<file path="src/rtl/led_pwm_driver_pkg.sv">
// led_pkg: register map, control bit positions and blink states shared by the LED PWM driver
package led_pkg;
    localparam int ADDR_W = 5;
    localparam int DATA_W = 16;
    localparam int BREATH_BITS = 8;
    localparam logic [ADDR_W-1:0] ADDR_CTRL        = 5'h00;
    localparam logic [ADDR_W-1:0] ADDR_PRESCALE    = 5'h01;
    localparam logic [ADDR_W-1:0] ADDR_BLINK_ON    = 5'h02;
    localparam logic [ADDR_W-1:0] ADDR_BLINK_OFF   = 5'h03;
    localparam logic [ADDR_W-1:0] ADDR_BREATH_RATE = 5'h04;
    localparam logic [ADDR_W-1:0] ADDR_DUTY_BASE   = 5'h10;
    localparam int CTRL_EN      = 0;
    localparam int CTRL_BREATHE = 1;
    localparam int CTRL_BLINK   = 2;
    typedef enum logic {
        BLINK_ST_ON  = 1'b0,
        BLINK_ST_OFF = 1'b1
    } blink_state_e;
endpackage

</file>
<file path="src/rtl/led_pwm_driver_if.sv">
// led_pwm_driver_if: register write bus from the SPI/UART decoder into the LED driver
interface led_pwm_driver_if;
    import led_pkg::*;
    logic              wr_en;
    logic [ADDR_W-1:0] wr_addr;
    logic [DATA_W-1:0] wr_data;
    modport master (output wr_en, wr_addr, wr_data);
    modport slave  (input  wr_en, wr_addr, wr_data);
endinterface

</file>
<file path="src/rtl/led_pwm_driver_channel.sv">
// led_pwm_channel: one PWM output with shadowed duty, breathe clipping and registered compare
module led_pwm_channel #(
    parameter int PWM_BITS = 8
) (
    input  logic                clk,
    input  logic                rst_n,
    input  logic                duty_we,
    input  logic [PWM_BITS-1:0] duty_data,
    input  logic                commit,
    input  logic                breathe_en,
    input  logic [PWM_BITS-1:0] level,
    input  logic [PWM_BITS-1:0] pwm_cnt,
    input  logic                gate,
    output logic                pwm_out
);
    logic [PWM_BITS-1:0] shadow, active, eff;

    assign eff = (breathe_en && level < active) ? level : active;

    // writes land in the shadow; the active duty only reloads at a frame wrap or while disabled
    always_ff @(posedge clk) begin
        if (!rst_n) begin
            shadow <= '0;
            active <= '0;
        end else begin
            if (duty_we) shadow <= duty_data;
            if (commit) active <= shadow;
        end
    end

    // registered compare keeps the pad output glitch-free
    always_ff @(posedge clk) begin
        if (!rst_n) pwm_out <= 1'b0;
        else pwm_out <= gate && (pwm_cnt < eff);
    end
endmodule

</file>
<file path="src/rtl/led_pwm_driver.sv">
// led_pwm_driver: multi-channel LED PWM with prescaler, frame counter, breathe and blink envelopes
module led_pwm_driver
    import led_pkg::*;
#(
    parameter int CHANNELS   = 3,
    parameter int PWM_BITS   = 8,
    parameter int PRESC_BITS = 10,
    parameter int BLINK_BITS = 8
) (
    input  logic                clk,
    input  logic                rst_n,
    led_pwm_driver_if.slave     bus,
    output logic [CHANNELS-1:0] pwm_out,
    output logic                led_on,
    output logic                frame_start
);
    localparam logic [PWM_BITS-1:0] PWM_MAX = '1;
    localparam int BW = BLINK_BITS + 1;

    logic [2:0]             ctrl;
    logic [PRESC_BITS-1:0]  presc, presc_cnt;
    logic [BLINK_BITS-1:0]  blink_on_len, blink_off_len, blink_cnt;
    logic [BW-1:0]          blink_nxt;
    logic [BREATH_BITS-1:0] breath_rate, breath_cnt;
    logic [PWM_BITS-1:0]    pwm_cnt, level;
    logic                   level_down, blink_armed, blink_done;
    blink_state_e           blink_st;
    logic                   enable, breathe_en, blink_en, tick, wrap, blink_phase, gate;

    assign enable      = ctrl[CTRL_EN];
    assign breathe_en  = ctrl[CTRL_BREATHE];
    assign blink_en    = ctrl[CTRL_BLINK];
    assign tick        = enable && presc_cnt >= presc;
    assign wrap        = tick && pwm_cnt == PWM_MAX;
    assign blink_phase = !blink_en || (blink_st == BLINK_ST_ON && blink_on_len != '0);
    assign gate        = enable && blink_phase;
    assign blink_nxt   = {1'b0, blink_cnt} + BW'(1);
    assign blink_done  = blink_nxt >= {1'b0, (blink_st == BLINK_ST_ON) ? blink_on_len : blink_off_len};

    // register file; unmapped addresses fall through untouched
    always_ff @(posedge clk) begin
        if (!rst_n) begin
            ctrl          <= '0;
            presc         <= '0;
            blink_on_len  <= '0;
            blink_off_len <= '0;
            breath_rate   <= '0;
        end else if (bus.wr_en) begin
            if (bus.wr_addr == ADDR_CTRL) ctrl <= bus.wr_data[2:0];
            if (bus.wr_addr == ADDR_PRESCALE) presc <= bus.wr_data[PRESC_BITS-1:0];
            if (bus.wr_addr == ADDR_BLINK_ON) blink_on_len <= bus.wr_data[BLINK_BITS-1:0];
            if (bus.wr_addr == ADDR_BLINK_OFF) blink_off_len <= bus.wr_data[BLINK_BITS-1:0];
            if (bus.wr_addr == ADDR_BREATH_RATE) breath_rate <= bus.wr_data[BREATH_BITS-1:0];
        end
    end

    // prescaler and frame counter; >= lets a smaller PRESCALE take effect without a long wrap
    always_ff @(posedge clk) begin
        if (!rst_n || !enable) begin
            presc_cnt <= '0;
            pwm_cnt   <= '0;
        end else begin
            presc_cnt <= tick ? '0 : presc_cnt + PRESC_BITS'(1);
            pwm_cnt   <= pwm_cnt + PWM_BITS'(tick);
        end
    end

    // frame boundary pulse and envelope flag
    always_ff @(posedge clk) begin
        if (!rst_n) begin
            frame_start <= 1'b0;
            led_on      <= 1'b0;
        end else begin
            frame_start <= wrap;
            led_on      <= gate;
        end
    end

    // breathe triangle: one step every BREATH_RATE+1 frames, endpoints held for one step
    always_ff @(posedge clk) begin
        if (!rst_n || !enable || !breathe_en) begin
            level      <= '0;
            level_down <= 1'b0;
            breath_cnt <= '0;
        end else if (wrap) begin
            breath_cnt <= (breath_cnt >= breath_rate) ? '0 : breath_cnt + BREATH_BITS'(1);
            if (breath_cnt >= breath_rate) begin
                level      <= level_down ? ((level == '0) ? level : level - PWM_BITS'(1))
                                         : ((level == PWM_MAX) ? level : level + PWM_BITS'(1));
                level_down <= level_down ? (level != '0) : (level == PWM_MAX);
            end
        end
    end

    // blink envelope: armed by the first wrap after blink_en, then counts whole frames per phase
    always_ff @(posedge clk) begin
        if (!rst_n || !enable || !blink_en) begin
            blink_st    <= BLINK_ST_ON;
            blink_cnt   <= '0;
            blink_armed <= 1'b0;
        end else if (wrap) begin
            blink_armed <= 1'b1;
            if (blink_armed) begin
                blink_cnt <= blink_done ? '0 : blink_nxt[BLINK_BITS-1:0];
                if (blink_done) blink_st <= (blink_st == BLINK_ST_ON && blink_off_len != '0) ? BLINK_ST_OFF : BLINK_ST_ON;
            end
        end
    end

    for (genvar c = 0; c < CHANNELS; c++) begin : g_ch
        led_pwm_channel #(.PWM_BITS(PWM_BITS)) u_ch (
            .clk        (clk),
            .rst_n      (rst_n),
            .duty_we    (bus.wr_en && bus.wr_addr == ADDR_DUTY_BASE + ADDR_W'(c)),
            .duty_data  (bus.wr_data[PWM_BITS-1:0]),
            .commit     (wrap || !enable),
            .breathe_en (breathe_en),
            .level      (level),
            .pwm_cnt    (pwm_cnt),
            .gate       (gate),
            .pwm_out    (pwm_out[c])
        );
    end
endmodule

</file>
<file path="src/flat_wrapper.sv">
// flat-port wrapper written by rule: the top's interface ports become plain ports
module led_pwm_driver_flat import led_pkg::*;
#(
    parameter int CHANNELS   = 3,
    parameter int PWM_BITS   = 8,
    parameter int PRESC_BITS = 10,
    parameter int BLINK_BITS = 8
)
  (clk, rst_n, pwm_out, led_on, frame_start, bus_wr_en, bus_wr_addr, bus_wr_data);
  led_pwm_driver_if bus_i ();
  input  logic clk;
  input  logic rst_n;
  output logic [CHANNELS-1:0] pwm_out;
  output logic led_on;
  output logic frame_start;
  input wire logic [$bits(bus_i.wr_en)-1:0] bus_wr_en;
  input wire logic [$bits(bus_i.wr_addr)-1:0] bus_wr_addr;
  input wire logic [$bits(bus_i.wr_data)-1:0] bus_wr_data;
  assign bus_i.wr_en = bus_wr_en;
  assign bus_i.wr_addr = bus_wr_addr;
  assign bus_i.wr_data = bus_wr_data;
  led_pwm_driver #(.CHANNELS(CHANNELS), .PWM_BITS(PWM_BITS), .PRESC_BITS(PRESC_BITS), .BLINK_BITS(BLINK_BITS)) u_core (.clk(clk), .rst_n(rst_n), .bus(bus_i), .pwm_out(pwm_out), .led_on(led_on), .frame_start(frame_start));
endmodule
</file>
<file path="config.mk">
export PLATFORM = sky130hd
export DESIGN_NAME = led_pwm_driver_flat
export DESIGN_NICKNAME = d
export VERILOG_FILES = /design/src/rtl/led_pwm_driver_pkg.sv /design/src/rtl/led_pwm_driver_if.sv /design/src/rtl/led_pwm_driver_channel.sv /design/src/rtl/led_pwm_driver.sv /design/src/flat_wrapper.sv
export SDC_FILE = /design/constraint.sdc
export NUM_CORES = 1
export LEC_CHECK = 0
export ABC_AREA = 1
export CORE_MARGIN = 8
export CORE_UTILIZATION = 65
export DETAILED_ROUTE_END_ITERATION = 16
export PLACE_DENSITY = 0.84
export SYNTH_ARGS = -nofsm -noshare
export SYNTH_HDL_FRONTEND = slang
export SYNTH_SLANG_ARGS = --single-unit
</file>
<file path="constraint.sdc">
create_clock -name clk -period 4.9 [get_ports clk]
set_input_delay 0.735 -clock clk [delete_from_list [all_inputs] [get_ports clk]]
set_output_delay 0.735 -clock clk [all_outputs]
set_load 0.1 [all_outputs]
</file>
==> results of run 1 <==
==> critical path: cells and delay by family, from the launching register on <==
kind,cells,cell delay [ps]
simple gates,5,680
flops,1,570
compound gates,4,790
fa+ha+maj,2,630
==> flip-flops by register name, summed over array words and instances, names as in the netlist <==
signal,cells
u_core.blink_on_len,8
u_core.pwm_cnt,8
u_core.breath_cnt,8
u_core.blink_st,1
u_core.led_on,1
u_core.ctrl,3
u_core.g_ch.u_ch.active,24
u_core.g_ch.u_ch.shadow,24
u_core.level,8
u_core.blink_cnt,8
u_core.g_ch.u_ch.pwm_out,3
u_core.level_down,1
u_core.blink_off_len,8
u_core.frame_start,1
u_core.presc_cnt,10
u_core.breath_rate,8
u_core.blink_armed,1
u_core.presc,10
==> area by class of cell <==
type | count | share of cell area
Multi-Input combinational cell | 736 | 0.499
Sequential cell | 135 | 0.321
Inverter | 124 | 0.0555
Clock buffer | 18 | 0.0521
Timing Repair Buffer | 24 | 0.0279
Clock inverter | 14 | 0.0233
Tap cell | 143 | 0.0212
==> path summary, 6_finish.rpt <==
path | start | endpoint | slack, ps | depth (start not counted)
setup / recovery | u_core.level[7]$_SDFFE_PP0P_ | u_core.g_ch[1].u_ch.pwm_out$_SDFF_PN0_ | 2110 | 11
hold / removal | u_core.breath_rate[0]$_SDFFE_PN0P_ | u_core.breath_rate[0]$_SDFFE_PN0P_ | 460 | 2
setup reg to reg | u_core.level[7]$_SDFFE_PP0P_ | u_core.g_ch[1].u_ch.pwm_out$_SDFF_PN0_ | 2110 | 11
hold reg to reg | u_core.breath_rate[0]$_SDFFE_PN0P_ | u_core.breath_rate[0]$_SDFFE_PN0P_ | 460 | 2
==> cell usage after synthesis <==
master / instances / area (µm²)
nand4_1: 19 / 119
buf_2: 8 / 40.0
xor2_1: 16 / 140
nand3_4: 1 / 17.5
a21oi_1: 127 / 636
inv_1: 118 / 443
nand3_1: 51 / 255
o41ai_1: 1 / 8.76
clkinv_1: 3 / 11.3
inv_4: 1 / 6.26
fa_1: 1 / 20.0
nor2_8: 1 / 20.0
and2_1: 1 / 6.26
nand2_2: 1 / 6.26
a31o_2: 1 / 8.76
o21ai_4: 1 / 16.3
nor4_4: 1 / 21.3
inv_2: 2 / 7.51
buf_4: 3 / 22.5
nand4_2: 1 / 12.5
o21ai_0: 97 / 485
dfxtp_1: 135 / 2700
nor4b_1: 1 / 8.76
and3_1: 3 / 18.8
nor2_1: 86 / 323
ha_1: 79 / 988
xnor2_1: 8 / 70.1
o21a_1: 4 / 30.0
buf_6: 3 / 33.8
o21ai_2: 1 / 8.76
nand3b_1: 2 / 15.0
nor3_2: 3 / 30.0
nor3b_1: 2 / 15.0
or2_2: 4 / 25.0
o211ai_1: 6 / 45.0
clkbuf_1: 15 / 56.3
nand2_1: 193 / 724
nor3_1: 8 / 40.0
o21ai_1: 10 / 50.1
nor4_1: 4 / 25.0
a31oi_1: 1 / 6.26
nand3_2: 1 / 10.0
==> report_power, final <==
part	internal (mW)	switching, mW
Clock	0.868	0.505
Combinational	0.0337	0.0660
Sequential	1.11	0.00319
Total	2.01	0.574
==> routing by layer <==
metal  part of all wire  up-vias
met5                  0        -
met4              0.025        0
met3              0.059       47
met2               0.48      198
met1               0.44     3098
li1                   -     3451
==> stage by stage <==
stage	total power [mW]	instance area [µm²]	utilization	hold WS (ps)
floorplan	1.19	7530	-	427
global placement	1.23	7790	0.685	444
detailed placement	1.23	7790	0.685	449
CTS	2.58	8430	0.741	456
global route	2.65	8430	0.741	473
finish	2.58	8430	0.741	457
==> kinds of logic after synthesis <==
kind of cell,Yosys count
AOI/OAI and AO/OA,249
xor gates and xnor gates,24
buffers and inverters,153
and+or+nand+nor,383
adders and majority gates,80
DFF,135
==> run_results.csv, run 1 <==
group,metric,value,unit
logic_synthesis,ys_seq_area_frac,0.359,
clocking,ctsRootBufferMaster,"clkbuf_16",
finish,finalNonFillerCells,1194,
finish,antenna_cells,0,
sta,max_slew.worst_pin.slew,975,ps
drt,wl_per_cell,14.9,µm
drt,drt_iter0_markers,549,
floorplan,initial_core_util,0.662,
floorplan,die_y,124,µm
floorplan,die-area,15300,µm²
logic_synthesis,synth-adder-area-share,0.134,
global_routing,antenna_found_initial,0,
power_and_ir_drop,ir_drop,0.000280,V
floorplan,core-area,11400,µm²
critical_path,crit_type,"reg -> reg",
logic_synthesis,synth_top_family_by_area,"simple AND/OR/NAND/NOR gates",
sta,finalHoldViolations,0,
drt,vias_per_cell,5.69,
global_routing,grt_max_degree,63,
drt,drc,0,
global_routing,grt_usage,0.248,
place,hpwl,12.1,mm
logic_synthesis,ys_ff_latch,135,
floorplan,die_x,124,µm
clocking,tritoncts,"done",
critical_path,crit_chain,"ha_1, nand2_1, nand2_1, nor2_1, and3_1, nand2_1, o21ai_0, ha_1, a21oi_1, o211ai_1, a21oi_1",
floorplan,io_pins,29,
finish,multiInputGateArea,4210,µm²
clocking,numCtsBuffers,17,
sta,setup_viol,0,
place,dpl.cell_count,1162,
critical_path,path_max_fanout,15,
clocking,path_clk_slew,60,ps
clocking,ctsHoldBuffers,0,
power_and_ir_drop,power_density,306,nW/µm²
sta,max_freq,359,MHz
global_routing,grt_pass1_wl,30.2,mm
logic_synthesis,synthesis.area,7530,µm²
global_routing,gr-total-overflow,0,
job,drv_cap,0,
global_routing,grt_use_met3,0.0526,
critical_path,critPathMostFrequentCell,"nand2_1",
clocking,cts.sinks,135,
sta,fin_crit,2790,ps
logic_synthesis,synth_mux_area_frac,0,
clocking,insertion_delay,430,ps
drt,postRouteAntennaNets,0,
power_and_ir_drop,leakage,3.54,nW
logic_synthesis,avgSynthCellArea,7.35,µm²
logic_synthesis,synth_nets,1128,
finish,finalNetCount,1142,
finish,drive_gt1_frac,0.0504,
finish,regArea,2700,µm²
finish,layout-area-overhead-vs-synth,11.9,%
floorplan,num_rows,39,
drt,first_pass_iters,7,
sta,relSlewSlack,0.348,
clocking,htree_num_levels,4,
place,port_buffers,22,
sta,setup_ws,2110,ps
critical_path,crit_path_top_delay_cell,"dfxtp_1",
drt,vias,6794,
global_routing,met2_usage,0.425,
finish,final_cell_mix,"nand2_1, dfxtp_1, a21oi_1",
global_routing,top_usage_layer,"met2",
place,dp_slack,2090,ps
global_routing,use_met1,0.295,
logic_synthesis,yosys_warnings,0,
sta,rsz0062_at_grt,"false",
global_routing,grt_pass1_vias,6519,
place,place_congestion,0.861,
critical_path,slowest_delay,570,ps
logic_synthesis,synthXorXnorAreaFrac,0.0279,
finish,mostFrequentLayoutCell,"nand2_1",
clocking,cts_resized,0,
sta,maxSlewViolCount,0,
hold_path,hold_path.class,"reg -> reg",
drt,wl,17.8,mm
logic_synthesis,syn-instance-count,1024,
sta,fin_worst_skew,7.73,ps
critical_path,cp-start-kind,"register",
logic_synthesis,yosys.area_share.simple,0.225,
critical_path,crit_path_end_kind,"register",
critical_path,cp.required,5220,ps
finish,fillers,872,
clocking,cts_setup_buffers,0,
critical_path,cp.arrival,3110,ps
sta,setup_tns,0,ps
logic_synthesis,yosysUniqueCellTypes,42,
logic_synthesis,synth_compound_area_frac,0.172,
sta,fin_crit_sh,0.569,
status,outcome,"completed",
clocking,clockBufferDepth,2,
(Power assumes the default switching activity.)
==> run 2, diff against run 1 <==
- CORE_UTILIZATION: 65 -> 62
- PLACE_DENSITY: 0.84 -> 0.81
- clock period: 4.9 -> 2.8 ns (I/O delays scaled with it)
==> run 2 against run 1 <==
First-iteration DRC count down 14%. Clock-buffer cell count up 3. Sequential power up 75%. Global-route usage down 2.1 points. Critical path depth up 7. Fmax up 9.7%. Cell count up 1.7%. Die area up 4.2%.
==> run_results.csv, run 2 (synthesis results as in run 1) <==
group,metric,value,unit
place,place_congestion,0.844,
clocking,cts_resized,0,
power_and_ir_drop,swShare,0.210,
global_routing,grt_max_degree,63,
power_and_ir_drop,seqPwrFrac,0.422,
power_and_ir_drop,power_density,535,nW/µm²
critical_path,crit_path_end_kind,"register",
global_routing,grt_pass1_vias,6212,
clocking,tritoncts,"done",
finish,final_cell_area,8580,µm²
sta,fin_crit_sh,0.908,
place,postPlaceCellArea,7910,µm²
finish,drive_gt1_frac,0.0740,
sta,holdWs,457,ps
power_and_ir_drop,p_int,3.63,mW
floorplan,die_x,126,µm
power_and_ir_drop,ir_drop,0.000493,V
finish,antenna_cells,0,
floorplan,io_pins,29,
finish,fin_util,0.721,
clocking,ctsRootBufferMaster,"clkbuf_16",
finish,finalNetCount,1159,
floorplan,num_rows,40,
critical_path,cp.arrival,2900,ps
drt,drt_iter0_markers,471,
critical_path,slowest_delay,410,ps
critical_path,crit_path_top_delay_cell,"dfxtp_1",
global_routing,grt_pass1_wl,29.2,mm
sta,max_freq,393,MHz
sta,finalHoldViolations,0,
critical_path,cp-start-kind,"register",
clocking,cts.sinks,135,
critical_path,critPathMostFrequentCell,"nand2_1",
sta,setup_viol,0,
sta,setup_ws,258,ps
hold_path,hold_path.class,"reg -> reg",
power_and_ir_drop,combPwrFrac,0.038,
clocking,path_clk_slew,60,ps
global_routing,gr-total-overflow,0,
clocking,cts_setup_buffers,0,
sta,max_slew.worst_pin.slew,737,ps
drt,wl,17.5,mm
critical_path,crit_type,"reg -> reg",
power_and_ir_drop,leakage,3.65,nW
critical_path,crit_chain,"ha_1, nand3_1, nor2_1, nand2_1, xor2_1, inv_1, ha_1, nand2_1, inv_1, nand3_1, nor2_1, nor2_1, nand2_1, nor2_2, nand2_1, nand2_1, nand2_1, nor2_1",
critical_path,cp.required,3160,ps
finish,final_cell_mix,"nand2_1, dfxtp_1, a21oi_1",
job,drv_cap,0,
clocking,ctsHoldBuffers,0,
floorplan,core-area,11900,µm²
sta,fin_worst_skew,12.8,ps
floorplan,initial_core_util,0.632,
sta,maxSlewViolCount,0,
drt,postRouteAntennaNets,0,
power_and_ir_drop,power.share.clock,0.539,
power_and_ir_drop,power.total,4.59,mW
global_routing,grt_usage,0.228,
critical_path,critPathBufInv,2,
global_routing,antenna_found_initial,0,
drt,drc,0,
clocking,insertion_delay,430,ps
power_and_ir_drop,p_switching,967,µW
place,dp_slack,259,ps
drt,first_pass_iters,5,
floorplan,die-area,15900,µm²
floorplan,die_y,126,µm
clocking,clockBufferDepth,2,
drt,vias,6765,
sta,relSlewSlack,0.508,
clocking,numCtsBuffers,17,
status,outcome,"completed",
critical_path,path_max_fanout,4,
clocking,htree_num_levels,4,
finish,layout-area-overhead-vs-synth,14.0,%
drt,vias_per_cell,5.57,
finish,mostFrequentLayoutCell,"nand2_1",
place,port_buffers,22,
critical_path,cp_top_family,"simple AND/OR/NAND/NOR gates",
drt,wl_per_cell,14.4,µm
place,hpwl,12.4,mm
sta,fin_crit,2540,ps
finish,top_regs,"u_core.g_ch.u_ch.active: 24 flops, u_core.g_ch.u_ch.shadow: 24 flops",
## run 2: cell types whose count changed in the layout (fill, tap and decap cells not counted), moves of 2 or more
cell,before,now
nand2_1,193,191
nor2_2,0,2
dfxtp_1,135,133
clkdlybuf4s50_1,22,17
clkinvlp_4,3,1
clkinv_2,2,0
nand2_2,1,3
buf_4,2,24
dfxtp_2,0,2
nor2_1,86,84
clkbuf_1,0,2
## run 2: power groups by stage
stage	Sequential (mW)	Combinational (mW)	Clock, mW
floorplan	1.98	0.103	0
global placement	1.98	0.168	0
detailed placement	1.98	0.171	0
CTS	1.94	0.173	2.51
global route	1.94	0.196	2.59
finish	1.94	0.176	2.48
## run 2: worst paths after layout
check	from	to	slack [ps]	depth (start not counted)
worst max-delay path	u_core.blink_cnt[0]$_SDFFE_PP0P_	u_core.blink_cnt[2]$_SDFFE_PP0P_	260	18
worst min-delay path	u_core.presc[2]$_SDFFE_PN0P_	u_core.presc[2]$_SDFFE_PN0P_	460	2
worst max register to register	u_core.blink_cnt[0]$_SDFFE_PP0P_	u_core.blink_cnt[2]$_SDFFE_PP0P_	260	18
worst min register to register	u_core.presc[2]$_SDFFE_PN0P_	u_core.presc[2]$_SDFFE_PN0P_	460	2
## run 2: final cells by class
cell class	instances	area (µm²)
multi-input combinational	736	4220
fill	959	3330
sequential	135	2710
inverter	124	468
clock buffer	21	460
timing repair buffer	41	350
clock inverter	10	193
tap	147	184
## run 2: routing by layer
layer,vias to the layer above,share of wire,global-route usage
met5,-,0,0
met4,0,0.027,0.0955
met3,45,0.051,0.0515
met2,148,0.46,0.362
met1,3082,0.46,0.291
li1,3490,-,-
## run 2: worst register-to-register path: stages, from the launching register on
cell and delay (ps):
dfxtp_1 410, ha_1 220, nand3_1 120, nor2_1 140
nand2_1 80, xor2_1 190, inv_1 70, ha_1 310
nand2_1 110, inv_1 50, nand3_1 100, nor2_1 50
nor2_1 130, nand2_1 80, nor2_2 150, nand2_1 70
nand2_1 60, nand2_1 40, nor2_1 100
## run 2: per-stage QoR
stage          TNS (ps)  instances
2_1_floorplan         0       1024
3_3_place_gp          0       1183
3_5_place_dp          0       1183
4_1_cts               0       1214
5_1_grt           -7.25       1214
6_report              0       1214
